## src/rtl/fast_adder_pkg.sv

```systemverilog
// fast_adder_pkg: default sizes and the per-stage pipeline record for pipelined_fast_adder.
package fast_adder_pkg;
    localparam int DEF_WIDTH = 32;
    localparam int DEF_STAGES = 4;
    localparam int MAX_WIDTH = 64;
    typedef logic [MAX_WIDTH-1:0] word_t;
    // Vectors are sized for the widest build; narrower builds keep the upper bits zero.
    typedef struct packed {
        logic valid;
        word_t sum;
        logic carry;
        word_t a_rem;
        word_t b_rem;
        logic a_msb;
        logic b_msb;
        logic sub;
    } stage_t;
endpackage

```

## src/rtl/pipelined_fast_adder_cla_slice.sv

```systemverilog
// cla_slice: W-bit carry-lookahead adder; every carry is formed directly from generate/propagate terms.
module cla_slice #(
    parameter int W = 8
) (
    input  logic [W-1:0] a,
    input  logic [W-1:0] b,
    input  logic         cin,
    output logic [W-1:0] s,
    output logic         cout
);
    logic [W-1:0] g;
    logic [W-1:0] p;
    logic [W:0] c;
    assign g = a & b;
    assign p = a ^ b;
    always_comb begin
        logic gg;
        logic pp;
        gg = 1'b0;
        pp = 1'b0;
        c = '0;
        c[0] = cin;
        for (int i = 0; i < W; i++) begin
            gg = g[i];
            pp = p[i];
            for (int j = i - 1; j >= 0; j--) begin
                gg = gg | (pp & g[j]);
                pp = pp & p[j];
            end
            c[i+1] = gg | (pp & cin);
        end
    end
    assign s = p ^ c[W-1:0];
    assign cout = c[W];
endmodule

```

## src/rtl/pipelined_fast_adder.sv

```systemverilog
// pipelined_fast_adder: slice-per-stage adder/subtractor with skewed operands and valid/ready flow control.
module pipelined_fast_adder
    import fast_adder_pkg::*;
#(
    parameter int WIDTH = DEF_WIDTH,
    parameter int STAGES = DEF_STAGES
) (
    input  logic             clk,
    input  logic             rst_n,
    input  logic             in_valid,
    output logic             in_ready,
    input  logic [WIDTH-1:0] a,
    input  logic [WIDTH-1:0] b,
    input  logic             cin,
    input  logic             sub,
    output logic             out_valid,
    input  logic             out_ready,
    output logic [WIDTH-1:0] sum,
    output logic             cout,
    output logic             ovf,
    output logic             zero
);
    localparam int SLICE = WIDTH / STAGES;
    localparam int L = STAGES - 1;
    stage_t st [STAGES];
    stage_t nxt [STAGES];
    logic [STAGES-1:0] adv;
    // A stage may move on when everything downstream of it can make room this cycle.
    always_comb begin
        logic go;
        go = out_ready;
        adv = '0;
        for (int k = STAGES - 1; k >= 0; k--) begin
            adv[k] = st[k].valid && go;
            go = !st[k].valid || go;
        end
        in_ready = rst_n && go;
    end
    for (genvar k = 0; k < STAGES; k++) begin : g_stage
        logic [SLICE-1:0] s;
        logic [SLICE-1:0] bs;
        logic c;
        if (k == 0) begin : g_first
            assign bs = b[SLICE-1:0] ^ {SLICE{sub}};
            cla_slice #(.W(SLICE)) u_cla (.a(a[SLICE-1:0]), .b(bs), .cin(sub | cin), .s(s), .cout(c));
            assign nxt[k] = '{valid: 1'b1, sum: word_t'(s), carry: c,
                              a_rem: word_t'(a) >> SLICE, b_rem: word_t'(b) >> SLICE,
                              a_msb: a[WIDTH-1], b_msb: b[WIDTH-1], sub: sub};
        end else begin : g_next
            assign bs = st[k-1].b_rem[SLICE-1:0] ^ {SLICE{st[k-1].sub}};
            cla_slice #(.W(SLICE)) u_cla (.a(st[k-1].a_rem[SLICE-1:0]), .b(bs), .cin(st[k-1].carry), .s(s), .cout(c));
            assign nxt[k] = '{valid: 1'b1, sum: st[k-1].sum | (word_t'(s) << (k * SLICE)), carry: c,
                              a_rem: st[k-1].a_rem >> SLICE, b_rem: st[k-1].b_rem >> SLICE,
                              a_msb: st[k-1].a_msb, b_msb: st[k-1].b_msb, sub: st[k-1].sub};
        end
    end
    always_ff @(posedge clk) begin
        if (!rst_n) begin
            for (int k = 0; k < STAGES; k++) st[k] <= '0;
        end else begin
            if (in_valid && in_ready) st[0] <= nxt[0];
            else if (adv[0]) st[0].valid <= 1'b0;
            for (int k = 1; k < STAGES; k++) begin
                if (adv[k-1]) st[k] <= nxt[k];
                else if (adv[k]) st[k].valid <= 1'b0;
            end
        end
    end
    assign out_valid = rst_n && st[L].valid;
    assign sum = rst_n ? st[L].sum[WIDTH-1:0] : '0;
    assign cout = rst_n && st[L].carry;
    assign ovf = rst_n && (st[L].a_msb == (st[L].b_msb ^ st[L].sub)) && (st[L].sum[WIDTH-1] != st[L].a_msb);
    assign zero = rst_n && st[L].valid && ~|st[L].sum;
endmodule

```

## config.mk

```make
export PLATFORM = sky130hd
export DESIGN_NAME = pipelined_fast_adder
export DESIGN_NICKNAME = d
export VERILOG_FILES = /design/src/rtl/fast_adder_pkg.sv /design/src/rtl/pipelined_fast_adder_cla_slice.sv /design/src/rtl/pipelined_fast_adder.sv
export SDC_FILE = /design/constraint.sdc
export NUM_CORES = 1
export LEC_CHECK = 0
export ABC_AREA = 0
export ABC_CLOCK_PERIOD_IN_PS = 3920
export CAP_MARGIN = 20
export CORE_MARGIN = 3
export CORE_UTILIZATION = 56
export CTS_BUF_LIST = sky130_fd_sc_hd__clkbuf_8 sky130_fd_sc_hd__clkbuf_16
export DETAILED_ROUTE_END_ITERATION = 7
export GPL_ROUTABILITY_DRIVEN = 0
export PLACE_DENSITY_LB_ADDON = 0.12
export SYNTH_ARGS = -nofsm -noshare
export SYNTH_HDL_FRONTEND = slang
export SYNTH_HIERARCHICAL = 1
export SYNTH_SLANG_ARGS = --single-unit
```

## constraint.sdc

```tcl
create_clock -name clk -period 3.92 [get_ports clk]
set_input_delay 0.784 -clock clk [delete_from_list [all_inputs] [get_ports clk]]
set_output_delay 0.784 -clock clk [all_outputs]
set_load 0.05 [all_outputs]
```

==> results by group, run 1 <==
Global routing
  • Largest net degree at the start of global routing: 60
  • Number of global-route vias before repair: between 5k and 6k
  • Initial antenna violation count: 0
  • GRT Overall Usage: around 16%
  • First-pass GRT wire length: roughly 23,000 um
  • Total congestion overflow: 0

STA
  • Final Hold Viols: 0
  • Pins Over Slew Limit: 0
  • Unrepaired setup endpoints after global routing: no
  • Final Skew: between 0.01 and 0.015 ns
  • Max-slew headroom: a little over two fifths
  • Final setup violation count: 0
  • Final Cycle Share: 77.1%
  • Setup TNS: 0 ns
  • Post-route minimum period: between 3 and 4 ns
  • Worst slew pin tran: 0.854 ns
  • Setup ws final: around 0.9 ns
  • Fmax: ~330 MHz

Critical path
  • Crit path DAT: 3.19 ns
  • RR Startpoint: st[2][0]
  • Slowest CP cell: clkdlybuf4s50_1
  • Sum of buffers and inverters on the critical path: 1
  • Worst path required time: between 4 and 5 ns
  • CP delay by family, top: compound AO/OA/AOI/OAI gates
  • RR Endpoint: st[3][115]
  • Worst R2R Path Depth: 7
  • Flop2flop setup slack: ~1.3 ns
  • Worst Setup Start Kind: input pin
  • Setup CP Type: input pin to flop
  • Max FO, Critical Path: 10
  • Critical path cell sequence: clkdlybuf4s50_1 > xor2_1 > ha_1 > a21oi_2 > o2111ai_2 > a221o_1 > a21o_1 > and2_4
  • CP endpoint kind: flop
  • Crit-path max cell delay: between 0.7 and 0.8 ns

Power
  • Switching Fraction: about a quarter
  • Clock power frac: between 30% and 40%
  • Comb pwr share: a little under a fifth
  • Internal power: ~4000 uW
  • Static Leak: around 0.0047 uW
  • P_sw: 1260 uW
  • Power density over the cells: approximately 470 nW/um2
  • Register share of total power: 48.0%
  • Worst VDD drop: slightly below 300 uV

Route
  • DRT iter0 DRCs: approximately 180
  • Final wirelength: 13,600 um
  • DRC: 0
  • Post-route ant nets: 0
  • Pre-Repair DR Iteration Count: 4
  • Via count: ~4.9k
  • Vias/cell: 4.94
  • Routed WL per cell: ~14 um

Clocking
  • Cts hold-fix bufs: 0
  • Clock sink count: 190
  • CTS H-tree depth: 4
  • Worst-path clk slew: around 0.060 ns
  • Post-CTS setup buffers: 0
  • CTS buffer count: 17
  • Clock latency on the worst-skew pair: ~0.42 ns
  • Clock root buffer: clkbuf_16
  • Clock Path Buffers: 2
  • TritonCTS clock tree: built
  • Post-CTS Resized: 0

Yosys
  • Synth Cell Area: 9190 um2
  • Syn avg cell area: between 10 and 15 um2
  • Mapped Nets: around 770
  • Gate count of the mapped netlist: about 660
  • Post-synthesis sequential area ratio: 62.1%
  • Synth Register Bits: 190
  • YS warnings: 6
  • Ys async rst share: 0%
  • Post-synth EDFFs: 190
  • Ys flop type: edfxtp_1
  • Post-synth cell types: 36

Finish
  • # nets final: slightly below 900
  • Max reg flops: between 150 and 200
  • # fillers: 1,065
  • Largest Register: st
  • Layout area overhead: 24.4%
  • Register Area: between 5000 and 6000 um2
  • Fraction of layout cells with a size suffix above 1: between 10% and 20%
  • Most frequent cells in the layout: edfxtp_1, and2_1, clkdlybuf4s50_1
  • Most common cell after layout, fill and taps aside: edfxtp_1
  • N_diodes: 0
  • Footprint of the multi-input gates: 3280 um2
  • Largest registers: st: 190 flops

Floorplan
  • Ports: 107
  • Core Area: around 16,000 um2
  • Area of the die: approximately 18,000 um2
  • Die Ht: between 100 and 150 um
  • Initial Util: between 50% and 60%
  • Chip width: around 130 um
  • Row cnt: 46

Placement
  • DPL Wire Length: around 10000 um
  • Setup WS pre-CTS: 0.480 ns
  • Buffers on Ports: 106

Run
  • Max_cap viols: 0

Outcome
  • Outcome: finished, final reports clean

Hold path
  • HP Class: flop to flop
  • Hold depth: 1
  • Hold EP: st[2][117]
  • Hold_sp: st[1][117]
through the flow:
stage	instance area (um2)	total power, uW	hold slack (ns)	std cells	utilization (%)
2_1_floorplan	9190	3240	0.497	663	-
3_3_place_gp	10800	3530	0.501	963	67.6
3_5_place_dp	10800	3580	0.502	963	67.6
4_1_cts	11400	5380	0.517	993	71.5
5_1_grt	11400	5580	0.535	994	71.7
6_report	11400	5330	0.517	994	71.7
cells in the mapped netlist, drive strengths merged (5+ instances only):
cell / count / area share [%]
and3: 6 / 0.46
xnor2: 14 / 1.3
nand2: 11 / 0.45
clkbuf: 11 / 0.45
ha: 36 / 4.9
o21ai: 6 / 0.33
buf: 17 / 1.3
and2: 221 / 16
o211ai: 5 / 0.41
edfxtp: 190 / 62
inv: 12 / 0.49
nand3: 10 / 0.54
a21oi: 12 / 0.82
nor4: 8 / 0.54
xor2: 43 / 4.1
nor3: 5 / 0.27
a21o: 8 / 0.65
nor2: 16 / 0.65
power by group through the flow:
stage	Clock [uW]	Combinational, uW	Sequential (uW)
2_1_floorplan	0	664	2570
3_3_place_gp	0	938	2600
3_5_place_dp	0	972	2610
4_1_cts	1830	981	2560
5_1_grt	1920	1070	2580
6_report	1790	978	2560
per-layer routing:
metal | vias to the layer above | GRT usage (%) | part of all wire (%)
met5 | - | 0 | 0
met4 | 0 | 5.83 | 1.2
met3 | 14 | 3.34 | 4.0
met2 | 115 | 27.1 | 50
met1 | 2258 | 21.1 | 45
li1 | 2524 | - | -
how the worst max path moves through the flow:
stage,start,endpoint,slack (ns),cells past startpoint
6_report,sub,st[0][115],0.90,8
5_1_grt,sub,st[0][115],0.79,8
4_1_cts,sub,st[0][115],0.92,8
3_5_place_dp,sub,st[0][115],0.48,8
3_3_place_gp,sub,st[0][115],0.57,8
2_1_floorplan,rst_n,zero,0.54,4
final cells by class:
cell class | instances | share of cell area (%)
well taps | 216 | 2.37
multi-input cells | 433 | 28.7
clock buffers | 17 | 3.72
inverters | 12 | 0.394
clock inverters | 13 | 1.73
flip-flops and latches | 190 | 49.9
repair buffers | 113 | 13.2
logic make-up (layout without fill, tap and decap cells):
group,after synthesis,in the layout,share of synthesized area [%]
mux,1,1,0.109
xor+xnor,57,57,5.43
flops,190,190,62.1
simple gates,288,288,20.2
buf+inv,40,155,2.27
fa+ha+maj,40,40,5.77
compound gates,47,47,4.14
(Power assumes the default switching activity.)
==> run 2: changes to the inputs <==
--- a/config.mk
+++ b/config.mk
@@ -6,7 +6,7 @@
 export NUM_CORES = 1
 export LEC_CHECK = 0
 export ABC_AREA = 0
-export ABC_CLOCK_PERIOD_IN_PS = 3920
+export ABC_CLOCK_PERIOD_IN_PS = 2950
 export CAP_MARGIN = 20
 export CORE_MARGIN = 3
 export CORE_UTILIZATION = 56
==> constraint.sdc (replaced) <==
create_clock -name clk -period 2.95 [get_ports clk]
set_input_delay 0.59 -clock clk [delete_from_list [all_inputs] [get_ports clk]]
set_output_delay 0.59 -clock clk [all_outputs]
set_load 0.05 [all_outputs]
==> run 2 against run 1 <==
Against the previous run:
- register-to-register slack worse by 0.90 ns
- first-iteration DRC count up 49%
- clock-buffer cell count unchanged
- sequential share of layout area down 0.13 points
- flip-flop and latch count unchanged
- cell area up 0.25%
- worst hold slack worse by 0.0020 ns
- worst setup slack worse by 0.60 ns
- final cell count up 0.91%
- total power up 31%
- critical path depth up 1
==> results by group, run 2 (synthesis results as in run 1) <==
Placement
  • Buffers on Ports: 106
  • DPL Wire Length: between 10,000 and 15,000 um
  • Setup WS pre-CTS: -0.122 ns
  • Placed cell areas: roughly 11,000 um2

Route
  • Pre-Repair DR Iteration Count: 5
  • Vias/cell: ~5
  • DRT iter0 DRCs: around 260
  • DRC: 0
  • Final wirelength: between 10,000 and 15,000 um
  • Post-route ant nets: 0
  • Routed WL per cell: around 14 um
  • Via count: a little under 5k

Finish
  • N_diodes: 0
  • Most common cell after layout, fill and taps aside: edfxtp_1
  • Most frequent cells in the layout: edfxtp_1, and2_1, clkdlybuf4s50_1
  • # fillers: around 1.1k
  • Largest Register: st
  • Fraction of layout cells with a size suffix above 1: a little under a fifth
  • # nets final: 884
  • Layout area overhead: 24.7%
  • Largest registers: st: 190 flops
  • Max reg flops: 190
  • Fin area: around 11,000 um2

STA
  • Max-slew headroom: a little under two fifths
  • Post-route minimum period: between 2 and 3 ns
  • Final Skew: roughly 0.012 ns
  • Fmax: between 300 and 400 MHz
  • Worst slew pin tran: about 0.94 ns
  • Unrepaired setup endpoints after global routing: no
  • Pins Over Slew Limit: 0
  • Setup TNS: 0 ns
  • Final Cycle Share: between 80% and 90%
  • Final Hold Viols: 0
  • Setup ws final: around 0.30 ns
  • Worst Hold Slack: roughly 0.52 ns
  • Final setup violation count: 0

Floorplan
  • Chip width: between 100 and 150 um
  • Initial Util: between 50% and 60%
  • Core Area: roughly 16,000 um2
  • Die Ht: ~130 um
  • Ports: 107
  • Area of the die: about 18,000 um2
  • Row cnt: 46

Clocking
  • CTS buffer count: 17
  • Cts hold-fix bufs: 0
  • Clock latency on the worst-skew pair: about 0.43 ns
  • Worst-path clk slew: 0.06 ns
  • Clock sink count: 190
  • TritonCTS clock tree: built
  • Clock Path Buffers: 2
  • Post-CTS setup buffers: 0
  • CTS H-tree depth: 4
  • Clock root buffer: clkbuf_16
  • Post-CTS Resized: 0

Global routing
  • Initial antenna violation count: 0
  • Total congestion overflow: 0
  • Number of global-route vias before repair: a little under 5k
  • Largest net degree at the start of global routing: 60
  • First-pass GRT wire length: 23,200 um
  • GRT Overall Usage: between 15 and 20%

Power
  • Worst VDD drop: approximately 470 uV
  • Power density over the cells: 612 nW/um2
  • Tot Pwr: ~7000 uW
  • Static Leak: 0.00467 uW

Critical path
  • Worst R2R Path Depth: 7
  • Setup CP Type: input pin to flop
  • Flop2flop setup slack: 0.35 ns
  • RR Endpoint: st[3][115]
  • CP endpoint kind: flop
  • RR Startpoint: st[2][0]
  • Worst Setup Start Kind: input pin
  • Crit path DAT: between 2 and 3 ns
  • Max FO, Critical Path: 6
  • Worst path required time: between 3 and 4 ns

Outcome
  • Outcome: finished, final reports clean

Run
  • Max_cap viols: 0

Hold path
  • Hold depth: 1
  • Hold EP: st[2][62]
  • HP Class: flop to flop
  • Hold_sp: st[1][70]
==> run 2: cell types whose count changed in the layout (fill, tap and decap cells not counted), sizes merged <==
cell	before	now
clkinvlp	0	2
bufinv	5	4
buf	44	51
clkinv	6	7
==> run 2: worst max-delay path, stage by stage <==
cell             delay, ns
clkdlybuf4s50_1       0.64
xor2_1                0.24
ha_1                  0.28
a21oi_2               0.22
buf_4                 0.15
o211ai_1              0.11
o41ai_1               0.33
xnor2_1               0.13
and2_4                0.15
==> run 2: area by class of cell <==
cell class,count,area (um2),area share [%]
clock buffers,17,425,3.71
clock inverters,15,176,1.54
inverters,12,45.0,0.393
multi-input cells,433,3280,28.7
flip-flops and latches,190,5710,49.8
well taps,216,270,2.36
repair buffers,120,1550,13.5
==> run 2: metrics by stage <==
step	std cells	utilization (%)
6_report	1003	71.9
5_1_grt	1003	71.9
4_1_cts	1003	71.9
3_5_place_dp	971	68.1
3_3_place_gp	971	68.1
2_1_floorplan	663	-
==> run 2: layer usage <==
layer	part of all wire (%)	GRT usage [%]	wire length, um	vias up
li1	-	-	-	2539
met3	3.9	4.01	532	21
met4	1.8	5.83	242	0
met2	49	26.1	6610	111
met1	46	22.0	6240	2218
met5	0	0	0	-
==> run 2: power by group <==
part | internal (uW) | switching [uW]
Clock | 1400 | 903
Sequential | 3290 | 109
Combinational | 637 | 668
==> run 2: worst max-delay path by stage <==
| stage | end | startpoint | slack, ns | depth (start not counted) |
|---|---|---|---|---|
| 2_1_floorplan | zero | rst_n | 0.36 | 4 |
| 3_3_place_gp | st[0][115] | sub | -0.02 | 8 |
| 3_5_place_dp | st[0][122] | sub | -0.12 | 9 |
| 4_1_cts | st[0][122] | sub | 0.32 | 9 |
| 5_1_grt | st[0][122] | sub | 0.21 | 9 |
| 6_report | st[0][122] | sub | 0.30 | 9 |
==> run 3: changes to the inputs <==
--- a/config.mk
+++ b/config.mk
@@ -11,6 +11,7 @@
 export CORE_MARGIN = 3
 export CORE_UTILIZATION = 56
 export CTS_BUF_LIST = sky130_fd_sc_hd__clkbuf_8 sky130_fd_sc_hd__clkbuf_16
+export CTS_CLUSTER_DIAMETER = 40
 export DETAILED_ROUTE_END_ITERATION = 7
 export GPL_ROUTABILITY_DRIVEN = 0
 export PLACE_DENSITY_LB_ADDON = 0.12
==> results of run 3 <==
No change in the layout: final DEF, timing and power equal those of run 2.
